### config.mk
export PLATFORM = sky130hd
export DESIGN_NAME = worker_collect
export DESIGN_NICKNAME = d
export VERILOG_FILES = /design/src/rtl/worker_collect_pkg.sv /design/src/rtl/worker_collect_fifo.sv /design/src/rtl/worker_collect.sv
export SDC_FILE = /design/constraint.sdc
export NUM_CORES = 1
export LEC_CHECK = 0
export ABC_AREA = 1
export ABC_CLOCK_PERIOD_IN_PS = 5200
export CORE_UTILIZATION = 50
export DETAILED_ROUTE_END_ITERATION = 7
export HOLD_SLACK_MARGIN = 0.02
export PLACE_DENSITY = 0.75
export SLEW_MARGIN = 30
export SYNTH_ARGS = -nofsm -noshare
export SYNTH_HDL_FRONTEND = slang
export SYNTH_HIERARCHICAL = 1
export SYNTH_SLANG_ARGS = --single-unit
### constraint.sdc
create_clock -name clk_clk -period 5.2 [get_ports clk_clk]
set_input_delay 1.04 -clock clk_clk [delete_from_list [all_inputs] [get_ports clk_clk]]
set_output_delay 1.04 -clock clk_clk [all_outputs]
set_load 0.03 [all_outputs]
### src/rtl/worker_collect_pkg.sv
// Shared register map, STATUS/CTRL bit positions and byte-lane masking for worker_collect.
package worker_collect_pkg;

    localparam logic [1:0] REG_DATA   = 2'd0;
    localparam logic [1:0] REG_STATUS = 2'd1;
    localparam logic [1:0] REG_CTRL   = 2'd2;
    localparam logic [1:0] REG_COUNT  = 2'd3;

    localparam int STATUS_LEVEL_W   = 11;
    localparam int STATUS_EMPTY_BIT = 16;
    localparam int STATUS_FULL_BIT  = 17;
    localparam int STATUS_OVF_BIT   = 18;

    localparam int CTRL_FLUSH_BIT   = 0;
    localparam int CTRL_CLR_OVF_BIT = 1;

    // Disabled byte lanes are stored as zero rather than kept from old contents.
    function automatic logic [31:0] lane_mask(input logic [31:0] d, input logic [3:0] be);
        logic [31:0] r;
        r = '0;
        for (int i = 0; i < 4; i++) begin
            if (be[i]) r[8*i +: 8] = d[8*i +: 8];
        end
        return r;
    endfunction

endpackage

### src/rtl/worker_collect_fifo.sv
// Synchronous word FIFO with registered first-word-fall-through head, level and flags.
module worker_collect_fifo #(
    parameter int DEPTH = 16
) (
    input  logic                     clk,
    input  logic                     rst_n,
    input  logic                     push,
    input  logic                     pop,
    input  logic                     flush,
    input  logic [31:0]              wdata,
    output logic [31:0]              data,
    output logic [$clog2(DEPTH):0]   level,
    output logic                     full,
    output logic                     empty
);

    localparam int AW = $clog2(DEPTH);
    localparam int LW = AW + 1;
    localparam logic [LW-1:0] FULL_LVL = LW'(DEPTH);

    logic [31:0]   mem [DEPTH];
    logic [AW-1:0] rd_ptr, wr_ptr, rd_ptr_nx;
    logic [LW-1:0] level_after_pop, level_nx;
    logic          do_push, do_pop;

    always_comb begin
        do_push         = push & ~full;
        do_pop          = pop & ~empty;
        rd_ptr_nx       = do_pop ? rd_ptr + 1'b1 : rd_ptr;
        level_after_pop = do_pop ? level - 1'b1 : level;
        level_nx        = do_push ? level_after_pop + 1'b1 : level_after_pop;
    end

    always_ff @(posedge clk) begin
        if (do_push) mem[wr_ptr] <= wdata;
    end

    always_ff @(posedge clk) begin
        if (!rst_n || flush) begin
            rd_ptr <= '0;
            wr_ptr <= '0;
            level  <= '0;
            full   <= 1'b0;
            empty  <= 1'b1;
            data   <= '0;
        end else begin
            rd_ptr <= rd_ptr_nx;
            if (do_push) wr_ptr <= wr_ptr + 1'b1;
            level <= level_nx;
            full  <= (level_nx == FULL_LVL);
            empty <= (level_nx == '0);
            // A word pushed into an otherwise-empty queue is not in mem yet; bypass it.
            if (level_nx == '0)             data <= '0;
            else if (level_after_pop == '0) data <= wdata;
            else                            data <= mem[rd_ptr_nx];
        end
    end

endmodule

### src/rtl/worker_collect.sv
// Avalon-MM result collector: DATA writes feed a FIFO drained on a valid/ready stream.
// Define WORKER_COLLECT_DROP_EN to discard writes while full (sticky overflow) instead of stalling.
module worker_collect
    import worker_collect_pkg::*;
#(
    parameter int DEPTH  = 16,
    parameter int ADDR_W = 4
) (
    input  logic              clk_clk,
    input  logic              reset_reset_n,
    input  logic [ADDR_W-1:0] s_in_address,
    input  logic              s_in_write,
    input  logic [31:0]       s_in_writedata,
    input  logic [3:0]        s_in_byteenable,
    input  logic              s_in_read,
    input  logic              s_in_burstcount,
    input  logic              s_in_debugaccess,
    output logic [31:0]       s_in_readdata,
    output logic              s_in_readdatavalid,
    output logic              s_in_waitrequest,
    output logic [31:0]       st_out_data,
    output logic              st_out_valid,
    input  logic              st_out_ready
);

    localparam int LW = $clog2(DEPTH) + 1;

    logic [1:0]    reg_sel;
    logic          data_wr, ctrl_wr, rd_acc, push, pop, flush, clr_ovf;
    logic          fifo_full, fifo_empty, overflow;
    logic [LW-1:0] fifo_level;
    logic [31:0]   count, status_word, rd_mux;
    logic          unused_ok;

    assign reg_sel = s_in_address[1:0];

    always_comb begin
        data_wr = s_in_write & (reg_sel == REG_DATA);
        ctrl_wr = s_in_write & (reg_sel == REG_CTRL) & s_in_byteenable[0];
        push    = data_wr & ~fifo_full;
        pop     = st_out_ready & ~fifo_empty;
        flush   = ctrl_wr & s_in_writedata[CTRL_FLUSH_BIT];
        clr_ovf = ctrl_wr & s_in_writedata[CTRL_CLR_OVF_BIT];
        // A simultaneous write wins the slave port; the read is dropped.
        rd_acc  = s_in_read & ~s_in_write;

        status_word = '0;
        status_word[STATUS_LEVEL_W-1:0] = STATUS_LEVEL_W'(fifo_level);
        status_word[STATUS_EMPTY_BIT]   = fifo_empty;
        status_word[STATUS_FULL_BIT]    = fifo_full;
        status_word[STATUS_OVF_BIT]     = overflow;

        case (reg_sel)
            REG_STATUS: rd_mux = status_word;
            REG_COUNT:  rd_mux = count;
            default:    rd_mux = '0;
        endcase
    end

`ifdef WORKER_COLLECT_DROP_EN
    assign s_in_waitrequest = 1'b0;
`else
    assign s_in_waitrequest = data_wr & fifo_full;
`endif

    assign st_out_valid = ~fifo_empty;

    always_ff @(posedge clk_clk) begin
        if (!reset_reset_n) begin
            s_in_readdatavalid <= 1'b0;
            s_in_readdata      <= '0;
            count              <= '0;
            overflow           <= 1'b0;
        end else begin
            s_in_readdatavalid <= rd_acc;
            s_in_readdata      <= rd_acc ? rd_mux : '0;
            if (push) count <= count + 1'b1;
`ifdef WORKER_COLLECT_DROP_EN
            if (data_wr & fifo_full) overflow <= 1'b1;
            else if (clr_ovf)        overflow <= 1'b0;
`else
            overflow <= 1'b0;
`endif
        end
    end

    worker_collect_fifo #(.DEPTH(DEPTH)) u_fifo (
        .clk   (clk_clk),
        .rst_n (reset_reset_n),
        .push  (push),
        .pop   (pop),
        .flush (flush),
        .wdata (lane_mask(s_in_writedata, s_in_byteenable)),
        .data  (st_out_data),
        .level (fifo_level),
        .full  (fifo_full),
        .empty (fifo_empty)
    );

    assign unused_ok = &{1'b0, s_in_burstcount, s_in_debugaccess, s_in_address, clr_ovf};

endmodule

==> results.yml, run 1 <==
cells_and_area:
  final_cell_count_no_fill: 3514
  seq_area_um2: 17600
  multi_input_area_um2: 7890
  diodes: 0
  nets: 2822
  layout_common_cells: "edfxtp_1, nand2_1, nand3_1, inv_1, nor2_1"
  layout_commonest_cell: "edfxtp_1"
  drive_above_1_share_pct: 7.38
  area_delta_synth_final_pct: 14.5
  nFillCells: 4305
pwr:
  ir_drop_uv: 312
  p_switching_mw: 2.74
  p_leak_nw: 12.2
  powerDensity_nw_per_um2: 353
  power_frac_clock_pct: 39.5
  switching_share_pct: 24.8
  p_int_mw: 8.30
  power_frac_seq_pct: 49.8
  combPwrFrac_pct: 10.7
detailed_routing:
  ant_nets: 0
  routed_wl_um: 66000
  routed_via_density: 5.53
  drtIter0Drc: 1934
  vias: 19400
  drtPass1Iterations: 6
  drc: 0
  detail_route.wl_per_cell_um: 18.8
worst_setup_path:
  critPathMaxFanout: 18
  critical_path_class: "primary input to register"
  critPathLaunchType: "primary input"
  crit_path_end_kind: "register"
  required_ns: 5.72
  arrival_ns: 4.32
clock_network:
  post_cts_buffers: 0
  clk_path_buf_depth: 3
  cts_inserted_buffers: 61
  cts_root_buffer: "clkbuf_16"
  post_cts_resized: 0
  clkSlewWorstSetupHoldPaths_ns: 0.06
  numClockSinks: 624
  tritoncts: "built"
  ctsHtreeMaxLevel: 2
  clk_latency_ns: 0.65
  ctsHoldBuffers: 0
global_routing:
  grt_pass1_wl_um: 104000
  grt_max_degree: 193
  grt.total_usage_pct: 23.9
  grt_pass1_vias: 19300
  grt-ovfl-total: 0
  antenna_found_initial: 0
synth:
  yosysWarnings: 6
  yosys.cell_types.count: 40
  yosysSeqAreaShare_pct: 64.5
  netlist_instances: 2697
  ys_ff_latch: 624
  syn_area_um2: 27300
  syn-num-nets: 2753
  synth.avg_cell_area_um2: 10.1
timing:
  finalHoldViolations: 0
  slew_viol_final: 0
  post-route-period-util_pct: 73.1
  slew_headroom_pct: 32.4
  setup_viol: 0
  post-route-min-period_ns: 3.80
  rsz0062_at_grt: "false"
  fmax_mhz: 263
  worst_pin_slew_ns: 1.01
  fin_setup_tns_ns: 0
  finalClockSkew_ns: 0.0312
place:
  place_inst: 3399
  place.gp.congestion: 0.872
  dp_hpwl_um: 35400
  placement.io_buffers: 109
die:
  die_x_um: 236
  core_area_um2: 53900
  rows: 85
  die_y_um: 236
  pin_count: 114
  die_area_um2: 55500
  start_util_pct: 50.6
status:
  status: "completed"
run:
  drv_cap: 0
hold_path:
  hold_path_class: "register to register"
-- worst max-delay path, cell delays in order --
cell             delay (ns)
clkdlybuf4s50_1        0.62
nor2_4                 0.21
nand3_4                0.08
inv_2                  0.15
inv_1                  0.07
nor2_2                 0.31
inv_2                  0.14
nor2_1                 0.11
o21bai_1               0.13
nand2_1                0.07
nor2_1                 0.16
nand3_2                0.62
buf_4                  0.44
nand3_1                0.09
nor2_1                 0.05
-- kinds of logic after synthesis --
family,count (synthesis),synth area share [%]
AO/OA/AOI/OAI,137,2.56
adder cells (fa/ha/maj),9,0.412
flip-flops,624,64.5
XOR/XNOR,4,0.197
buffers and inverters,492,7.34
AND/OR/NAND/NOR,1431,25.0
-- worst paths after layout --
check                                startpoint                 to  slack [ns]  cells after the start
worst max-delay path            s_in_address[1]    u_fifo/data[30]        1.40                     15
worst max register to register     u_fifo/empty    u_fifo/data[30]        1.84                     15
worst min-delay path                  count[31]  s_in_readdata[31]        0.48                      2
worst min register to register        count[31]  s_in_readdata[31]        0.48                      2
-- state kept, by name (all words and copies together), names as in the netlist --
signal              count
u_fifo/mem            512
count                  32
s_in_readdata          32
u_fifo/data            32
u_fifo/level            5
u_fifo/rd_ptr           4
u_fifo/wr_ptr           4
s_in_readdatavalid      1
u_fifo/empty            1
u_fifo/full             1
-- power by group through the flow --
stage | clock, mW | sequential [mW] | combinational, mW
2_1_floorplan | 0 | 5.68 | 0.694
3_3_place_gp | 0 | 5.61 | 1.14
3_5_place_dp | 0 | 5.61 | 1.16
4_1_cts | 4.42 | 5.50 | 1.17
5_1_grt | 4.62 | 5.50 | 1.29
6_report | 4.36 | 5.50 | 1.18
-- routing by layer --
metal	global-route usage [%]	wire (um)	vias up
met5	0	0	-
met4	9.88	2180	0
met3	3.46	4810	172
met2	41.2	32500	831
met1	30.1	26500	9300
li1	-	-	9144
-- Yosys cell counts, drive strengths merged --
library cell  number  area share (%)
nor3              35            0.78
xor2               3            0.16
clkbuf            52            0.71
or2               32            0.73
nor3b              1           0.028
nand3b           161             4.4
o21bai             1           0.028
clkinv             1           0.014
a31oi              2           0.046
nand2            494             6.9
nand4             12            0.27
nor2             266             3.9
o21ai             80             1.5
inv              342             4.7
xnor2              1           0.032
dfxtp            112             8.2
buf               97             1.9
and2               1           0.023
a21oi             54            0.99
nand3            429             7.9
ha                 9            0.41
edfxtp           512              56
-- stage by stage --
stage               utilization [%]  hold WS, ns  power, mW  worst slack (ns)  cell area [um2]
finish                         58.0        0.483       11.0              1.40            31300
global route                   58.0        0.507       11.4              1.17            31300
CTS                            58.0        0.479       11.1              1.43            31300
detailed placement             54.2        0.462       6.77             0.765            29300
global placement               54.2        0.455       6.74             0.868            29300
floorplan                         -        0.439       6.38              1.32            27300
-- final cells by class --
class | instances | area share (%)
flip-flops and latches | 624 | 56.4
multi-input cells | 1581 | 25.2
clock buffers | 82 | 5.43
repair buffers | 155 | 5.08
inverters | 343 | 4.13
well taps | 696 | 2.79
clock inverters | 33 | 1.00
(Power assumes the default switching activity.)
==> run 2: changes to the inputs <==
ABC_CLOCK_PERIOD_IN_PS = 3100   (was 5200)
PLACE_DENSITY = 0.77   (was 0.75)
clock period = 3.1 ns   (was 5.2 ns; I/O delays follow)
==> results.yml, run 2 (same netlist as run 1, synthesis figures left out) <==
clock_network:
  ctsHtreeMaxLevel: 3
  clk_path_buf_depth: 3
  numClockSinks: 624
  clkSlewWorstSetupHoldPaths_ns: 0.06
  ctsHoldBuffers: 0
  cts_root_buffer: "clkbuf_16"
  post_cts_resized: 0
  tritoncts: "built"
  post_cts_buffers: 0
  cts_inserted_buffers: 66
  clk_latency_ns: 0.60
global_routing:
  grt_pass1_wl_um: 106000
  antenna_found_initial: 0
  grt.total_usage_pct: 24.6
  grt_pass1_vias: 19500
  grt-ovfl-total: 0
  grt_max_degree: 105
timing:
  slew_viol_final: 0
  finalClockSkew_ns: 0.0227
  post-route-period-util_pct: 81.5
  rsz0062_at_grt: "false"
  fmax_mhz: 396
  fin_setup_tns_ns: 0
  finalHoldViolations: 0
  setup_viol: 0
  post-route-min-period_ns: 2.53
  worst_pin_slew_ns: 0.907
  slew_headroom_pct: 39.4
detailed_routing:
  ant_nets: 0
  routed_via_density: 5.56
  drc: 0
  vias: 19900
  drtPass1Iterations: 5
  drtIter0Drc: 2096
  detail_route.wl_per_cell_um: 19.1
  routed_wl_um: 68500
worst_setup_path:
  critPathMaxFanout: 62
  crit_path_end_kind: "register"
  critical_path_class: "primary input to register"
  critPathLaunchType: "primary input"
  startpoint: "st_out_ready"
  reg2reg_from: "u_fifo/level[0]"
  arrival_ns: 2.99
  required_ns: 3.56
die:
  start_util_pct: 50.6
  die_y_um: 236
  die_x_um: 236
  pin_count: 114
  die_area_um2: 55500
  core_area_um2: 53900
  rows: 85
cells_and_area:
  diodes: 0
  seq_area_um2: 17600
  design_area_um2: 32400
  layout_commonest_cell: "edfxtp_1"
  nFillCells: 4178
  layout_common_cells: "edfxtp_1, nand2_1, nand3_1, inv_1, nor2_1"
  drive_above_1_share_pct: 9.48
  area_delta_synth_final_pct: 18.8
  multi_input_area_um2: 7890
  largest_reg_flops: 512
  nets: 2895
  post-route-util_pct: 60.2
  largest-register: "u_fifo/mem"
pwr:
  combPwrFrac_pct: 11.5
  p_int_mw: 14.6
  power_frac_seq_pct: 48.0
  p_switching_mw: 4.58
  switching_share_pct: 23.9
  power_frac_clock_pct: 40.6
  ir_drop_uv: 508
  p_leak_nw: 12.8
  powerDensity_nw_per_um2: 592
hold_path:
  hold_path_class: "register to register"
  worstHoldStart: "count[31]"
run:
  drv_cap: 0
status:
  status: "completed"
place:
  place.gp.congestion: 0.900
  dpl_cell_area_um2: 30300
  placement.io_buffers: 109
  dp_hpwl_um: 39700
## run 2: cell count changes in the layout (fill, tap and decap cells not counted), moves of 4 or more
cell / before / now
clkbuf_1: 13 / 18
buf_4: 34 / 59
buf_12: 12 / 56
bufinv_16: 3 / 7
clkbuf_16: 62 / 67
## run 2: layout make-up
class,instances,share of cell area (%)
Timing Repair Buffer,223,8.15
Multi-Input combinational cell,1581,24.3
Clock inverter,30,1.03
Inverter,343,3.98
Tap cell,696,2.68
Sequential cell,624,54.3
Clock buffer,89,5.55
## run 2: power by group through the flow
stage / clock [mW] / combinational (mW) / sequential [mW]
after global placement: 0 / 2.11 / 9.39
after detailed placement: 0 / 2.17 / 9.39
after CTS: 7.89 / 2.20 / 9.21
after floorplan: 0 / 1.16 / 9.53
final: 7.79 / 2.20 / 9.21
after global routing: 8.21 / 2.38 / 9.22
## run 2: worst paths after layout
check / to / slack (ns) / depth (start not counted)
min: s_in_readdata[31] / 0.47 / 2
max: u_fifo/data[31] / 0.57 / 15
min reg2reg: s_in_readdata[31] / 0.47 / 2
max reg2reg: u_fifo/data[31] / 0.69 / 13
## run 2: metal layers
metal | share of wire, % | up-vias | global-route usage (%) | wire length (um)
li1 | - | 9309 | - | -
met1 | 39 | 9509 | 31.3 | 26800
met2 | 49 | 972 | 42.3 | 33600
met3 | 8.9 | 151 | 4.12 | 6060
met4 | 3.0 | 0 | 8.75 | 2020
met5 | 0 | - | 0 | 0
## run 2: worst max-delay path, stage by stage
cell	delay (ns)
clkdlybuf4s50_1	0.46
inv_1	0.04
nor2_1	0.11
buf_4	0.14
buf_4	0.13
nand3_4	0.11
buf_4	0.19
nand2_8	0.13
buf_12	0.28
o21ai_0	0.11
o21ai_0	0.17
nor2_1	0.08
nor2_1	0.09
nor2_1	0.06
nor2_1	0.27
## run 2: stage by stage
stage | cells | total power [mW] | hold slack (ns) | worst slack (ns)
after floorplan | 2697 | 10.7 | 0.439 | -0.362
after global placement | 3467 | 11.5 | 0.462 | 0.00409
after detailed placement | 3467 | 11.6 | 0.458 | -0.0401
after CTS | 3586 | 19.3 | 0.473 | 0.568
after global routing | 3586 | 19.8 | 0.487 | 0.416
final | 3586 | 19.2 | 0.474 | 0.572
